$ cat src/rtl/mips_pkg.sv
// rtl/mips_pkg.sv - shared MDU opcode/state types and iteration count
package mips_pkg;

  typedef enum logic [1:0] {
    MULT  = 2'd0,
    MULTU = 2'd1,
    DIV   = 2'd2,
    DIVU  = 2'd3
  } mdu_op_t;

  typedef enum logic [1:0] {
    IDLE = 2'd0,
    RUN  = 2'd1,
    FIX  = 2'd2,
    DONE = 2'd3
  } mdu_state_t;

  localparam int MDU_ITER = 32;

  function automatic logic [31:0] mdu_abs(input logic [31:0] v, input logic neg);
    return neg ? (~v + 32'd1) : v;
  endfunction

endpackage

$ cat src/rtl/mdu_div_step.sv
// rtl/mdu_div_step.sv - one combinational restoring-divide iteration
module mdu_div_step (
  input  logic [31:0] rem,
  input  logic [31:0] quo,
  input  logic [31:0] divisor,
  output logic [31:0] rem_next,
  output logic [31:0] quo_next
);

  logic [32:0] shifted;
  logic [33:0] diff;

  always_comb begin
    shifted = {rem, quo[31]};
    diff    = {1'b0, shifted} - {2'b00, divisor};
    // A borrow out of bit 33 means the trial subtraction failed; restore.
    if (diff[33]) begin
      rem_next = shifted[31:0];
      quo_next = {quo[30:0], 1'b0};
    end else begin
      rem_next = diff[31:0];
      quo_next = {quo[30:0], 1'b1};
    end
  end

endmodule

$ cat src/rtl/mult_div_unit.sv
// rtl/mult_div_unit.sv - iterative 32x32 multiply/divide unit with HI/LO; divide enabled by MDU_DIV_EN
module mult_div_unit
  import mips_pkg::*;
(
  input  logic        clk,
  input  logic        rst,
  input  logic        start,
  input  logic [1:0]  op,
  input  logic [31:0] rs_val,
  input  logic [31:0] rt_val,
  input  logic        mthi,
  input  logic        mtlo,
  input  logic [31:0] wr_data,
  output logic        busy,
  output logic        done,
  output logic [31:0] hi,
  output logic [31:0] lo,
  output logic        div_by_zero
);

  mdu_state_t  state, state_next;
  mdu_op_t     op_e;
  logic [4:0]  cnt;
  logic [63:0] acc, acc_next, prod_fix;
  logic [31:0] opnd_q, in_mag_a, in_mag_b, res_hi, res_lo;
  logic [32:0] mul_sum;
  logic        sign_q, in_signed, in_neg_a, in_neg_b, legal;

  assign op_e      = mdu_op_t'(op);
  assign in_signed = (op_e == MULT) || (op_e == DIV);
  assign in_neg_a  = in_signed & rs_val[31];
  assign in_neg_b  = in_signed & rt_val[31];
  assign in_mag_a  = mdu_abs(rs_val, in_neg_a);
  assign in_mag_b  = mdu_abs(rt_val, in_neg_b);

  // Shift-add on magnitudes: multiplier sits in the low half, product grows from the top.
  assign mul_sum  = {1'b0, acc[63:32]} + (acc[0] ? {1'b0, opnd_q} : 33'd0);
  assign prod_fix = sign_q ? (~acc + 64'd1) : acc;

`ifdef MDU_DIV_EN
  logic        is_div_q, neg_a_q, dz_q;
  logic [31:0] a_q, rem_next, quo_next;

  mdu_div_step u_div_step (
    .rem      (acc[63:32]),
    .quo      (acc[31:0]),
    .divisor  (opnd_q),
    .rem_next (rem_next),
    .quo_next (quo_next)
  );

  assign legal       = 1'b1;
  assign acc_next    = is_div_q ? {rem_next, quo_next} : {mul_sum, acc[31:1]};
  assign div_by_zero = done & is_div_q & dz_q;
`else
  assign legal       = (op_e == MULT) || (op_e == MULTU);
  assign acc_next    = {mul_sum, acc[31:1]};
  assign div_by_zero = 1'b0;
`endif

  always_comb begin
    res_hi = prod_fix[63:32];
    res_lo = prod_fix[31:0];
`ifdef MDU_DIV_EN
    if (is_div_q) begin
      if (dz_q) begin
        res_hi = a_q;
        res_lo = 32'hFFFF_FFFF;
      end else begin
        res_hi = mdu_abs(acc[63:32], neg_a_q);
        res_lo = mdu_abs(acc[31:0], sign_q);
      end
    end
`endif
  end

  always_comb begin
    state_next = state;
    case (state)
      IDLE: if (start && legal) state_next = RUN;
      RUN:  if (cnt == 5'(MDU_ITER - 1)) state_next = FIX;
      FIX:  state_next = DONE;
      DONE: state_next = IDLE;
      default: state_next = IDLE;
    endcase
  end

  always_ff @(posedge clk) begin
    if (rst) begin
      state  <= IDLE;
      cnt    <= 5'd0;
      acc    <= 64'd0;
      opnd_q <= 32'd0;
      sign_q <= 1'b0;
      hi     <= 32'd0;
      lo     <= 32'd0;
`ifdef MDU_DIV_EN
      is_div_q <= 1'b0;
      neg_a_q  <= 1'b0;
      dz_q     <= 1'b0;
      a_q      <= 32'd0;
`endif
    end else begin
      state <= state_next;
      case (state)
        IDLE: begin
          if (mthi) hi <= wr_data;
          if (mtlo) lo <= wr_data;
          if (start && legal) begin
            cnt    <= 5'd0;
            sign_q <= in_neg_a ^ in_neg_b;
            // Multiply keeps the multiplicand aside; divide keeps the divisor aside.
            opnd_q <= op[1] ? in_mag_b : in_mag_a;
            acc    <= {32'd0, op[1] ? in_mag_a : in_mag_b};
`ifdef MDU_DIV_EN
            is_div_q <= op[1];
            neg_a_q  <= in_neg_a;
            dz_q     <= (rt_val == 32'd0);
            a_q      <= rs_val;
`endif
          end
        end
        RUN: begin
          acc <= acc_next;
          cnt <= cnt + 5'd1;
        end
        FIX: begin
          hi <= res_hi;
          lo <= res_lo;
        end
        default: ;
      endcase
    end
  end

  assign busy = (state != IDLE);
  assign done = (state == DONE);

endmodule

$ cat config.mk
export PLATFORM = sky130hd
export DESIGN_NAME = mult_div_unit
export DESIGN_NICKNAME = d
export VERILOG_FILES = /design/src/rtl/mips_pkg.sv /design/src/rtl/mdu_div_step.sv /design/src/rtl/mult_div_unit.sv
export SDC_FILE = /design/constraint.sdc
export NUM_CORES = 1
export LEC_CHECK = 0
export BUFFER_PORTS_ARGS = -buffer_cell sky130_fd_sc_hd__buf_2
export CORE_UTILIZATION = 45
export CTS_CLUSTER_SIZE = 28
export DETAILED_ROUTE_END_ITERATION = 7
export PLACE_DENSITY = 0.65
export SETUP_SLACK_MARGIN = 0.5
export SYNTH_ARGS = -nofsm -noshare
export SYNTH_HDL_FRONTEND = slang
export SYNTH_HIERARCHICAL = 1
export SYNTH_SLANG_ARGS = --single-unit
$ cat constraint.sdc
create_clock -name clk -period 8.6 [get_ports clk]
set_input_delay 2.15 -clock clk [delete_from_list [all_inputs] [get_ports clk]]
set_output_delay 2.15 -clock clk [all_outputs]
set_load 0.01 [all_outputs]
==> flow_summary.json <==
{
  "grt_max_degree": 85,
  "required_ns": 8.89,
  "final_max_slew_viol_count": 0,
  "period_minus_slack_ns": 4.46,
  "synthDistinctLibCells": 69,
  "wl_per_cell_um": 18.8,
  "antenna_left": 0,
  "start_util_pct": 46.2,
  "layout-drive-gt1-share_pct": 15.2,
  "cts_resized": 0,
  "synth-edff-count": 0,
  "antenna_found_initial": 0,
  "setup_viol": 0,
  "drcViolationCount": 0,
  "critical_path_class": "input pin to flop",
  "core_area_sq_um": 24500,
  "tns_ns": 0,
  "worst_slack_ns": 4.14,
  "area_delta_synth_final_pct": 14.3,
  "dp.cells": 1855,
  "relSlewSlack_pct": 17.0,
  "cts_sinks": 168,
  "ctsHoldBuffers": 0,
  "fp.dieH_um": 161,
  "grtUsageTotal_pct": 27.1,
  "post-route-period-util_pct": 51.8,
  "dp_slack_ns": 3.72,
  "grt-ovfl-total": 0,
  "busiest_layer": "met1",
  "cts_tree": "yes",
  "h-tree-depth": 4,
  "final-hold-violation-count": 0,
  "grtUsageMet2_pct": 39.2,
  "powerDensity_nw_per_um2": 233,
  "diodes": 0,
  "fill_cells": 2316,
  "grt_use_met3_pct": 4.11,
  "pin_count": 170,
  "clock_path_buffers": 2,
  "critPathLaunchType": "input pin",
  "synth-main-ff-cell": "dfxtp_1",
  "worst-path-max-fanout": 6,
  "grt_pass1_wl_um": 54900,
  "max_freq_ghz": 0.224,
  "crit_path_end_kind": "flop",
  "die-area_sq_um": 25800,
  "drv_cap": 0,
  "instances_no_fill": 1885,
  "portBuffers": 168,
  "clkLatencyLatePin_ns": 0.44,
  "cts_root_buf": "clkbuf_16",
  "tightest_slew_ns": 1.24,
  "synthesis.area_sq_um": 11300,
  "nets": 1695,
  "synth-warning-count": 6,
  "die_w_um": 161,
  "hpwl_um": 27200,
  "synth_seq_cells": 168,
  "rsz0062_at_grt": "false",
  "avgSynthCellArea_sq_um": 7.77,
  "cts_buffers": 17,
  "p_leak_nw": 5.41,
  "num_rows": 57,
  "r2r_slack_ns": 4.65,
  "status": "finished, final reports clean",
  "max-vdd-ir-drop_mv": 0.138,
  "post_cts_buffers": 0,
  "vias": 11213,
  "met1_usage_pct": 40.2,
  "dr.first_iter.drc_count": 1160,
  "grt_pass1_vias": 9859,
  "place_congestion": 0.895,
  "syn_inst": 1456,
  "hp-class": "flop to flop",
  "drt-total-wl_um": 35400,
  "ys_seq_area_share_pct": 29.7,
  "postSynth.asyncResetShare_pct": 0,
  "routed_via_density": 5.95,
  "drtPass1Iterations": 5,
  "synth_nets": 1601,
  "fin_skew_ns": 0.00931,
  "arrival_ns": 4.75,
  "clk_pin_slew_ns": 0.06
}
area by class of cell:
type,instances,area (sq um),share of cell area [%]
Multi-Input combinational cell,1154,7470,57.8
Sequential cell,168,3360,26.0
Timing Repair Buffer,181,941,7.28
Clock buffer,20,467,3.61
Tap cell,324,405,3.14
Clock inverter,10,169,1.31
Inverter,28,105,0.813
kinds of logic after synthesis:
kind of cell    Yosys count  synth area share, %
xor+xnor                143                 11.1
other cells               1               0.0332
compound gates          461                 28.3
fa+ha+maj                42                 4.71
buf+inv                 134                 4.52
simple gates            503                 21.2
mux                       4                0.365
flops                   168                 29.7
synth_stat cells, drive strengths merged (17+ instances only):
cell type / n / area share, %
or4: 19 / 1.4
nor2: 198 / 6.6
inv: 28 / 0.93
a211oi: 94 / 6.2
xnor2: 68 / 5.3
dfxtp: 168 / 30
o31ai: 36 / 2.4
nand2: 99 / 3.3
o21ai: 46 / 2.0
a21o: 21 / 1.4
and3: 26 / 1.4
a21oi: 110 / 4.9
xor2: 75 / 5.8
and2: 32 / 1.8
ha: 41 / 4.5
a221oi: 17 / 1.4
clkbuf: 95 / 3.2
a22o: 21 / 1.6
or3: 19 / 1.1
nand3: 22 / 0.97
nor3: 35 / 1.5
o41ai: 18 / 1.7
worst max-delay path, cell delays in order:
cell and delay, ns:
buf_2 0.13, inv_1 0.08, ha_1 0.18, or4b_2 0.64, nor3_1 0.37, nand2_1 0.23, nor4_1 0.29, nor2_1 0.08
xnor2_1 0.30, mux2_2 0.22, o22ai_1 0.07
power by group:
| part | total, W | internal [W] | switching, W |
|---|---|---|---|
| Clock | 0.000839 | 0.000509 | 0.000330 |
| Sequential | 0.00110 | 0.000932 | 0.000170 |
| Combinational | 0.00107 | 0.000388 | 0.000681 |
registers in the layout, summed over array words and instances, names as in the netlist:
| signal | cells |
|---|---|
| acc | 64 |
| sign_q | 1 |
| lo | 32 |
| opnd_q | 32 |
| cnt | 5 |
| state | 2 |
| hi | 32 |
per-stage QoR:
stage | util [%] | cell area [sq um] | total power, W | hold WS (ns)
2_1_floorplan | - | 11300 | 0.00179 | 0.432
3_3_place_gp | 50.2 | 12300 | 0.00215 | 0.443
3_5_place_dp | 50.2 | 12300 | 0.00217 | 0.440
4_1_cts | 52.8 | 12900 | 0.00300 | 0.455
5_1_grt | 52.8 | 12900 | 0.00317 | 0.471
6_report | 52.8 | 12900 | 0.00301 | 0.456
final timing paths:
kind         startpoint      end  depth (start not counted)
max           rs_val[0]  acc[28]                         11
min              hi[27]   hi[27]                          1
max reg2reg      acc[0]  acc[59]                         13
min reg2reg      hi[27]   hi[27]                          1
placed cells by master (no fill, tap or decap), drive strengths merged, types with 36 or more instances in the layout:
cell type / count
buf: 181
o21ai: 46
ha: 41
o31ai: 36
nand2: 99
nor2: 198
dfxtp: 168
xor2: 75
a21oi: 110
a211oi: 94
xnor2: 68
layer usage:
layer  wire length [um]  vias up
met3               2630       59
li1                   -     5541
met2              14600      463
met1              17200     5150
met4               1000        0
met5                  0        -
(Power assumes the default switching activity.)
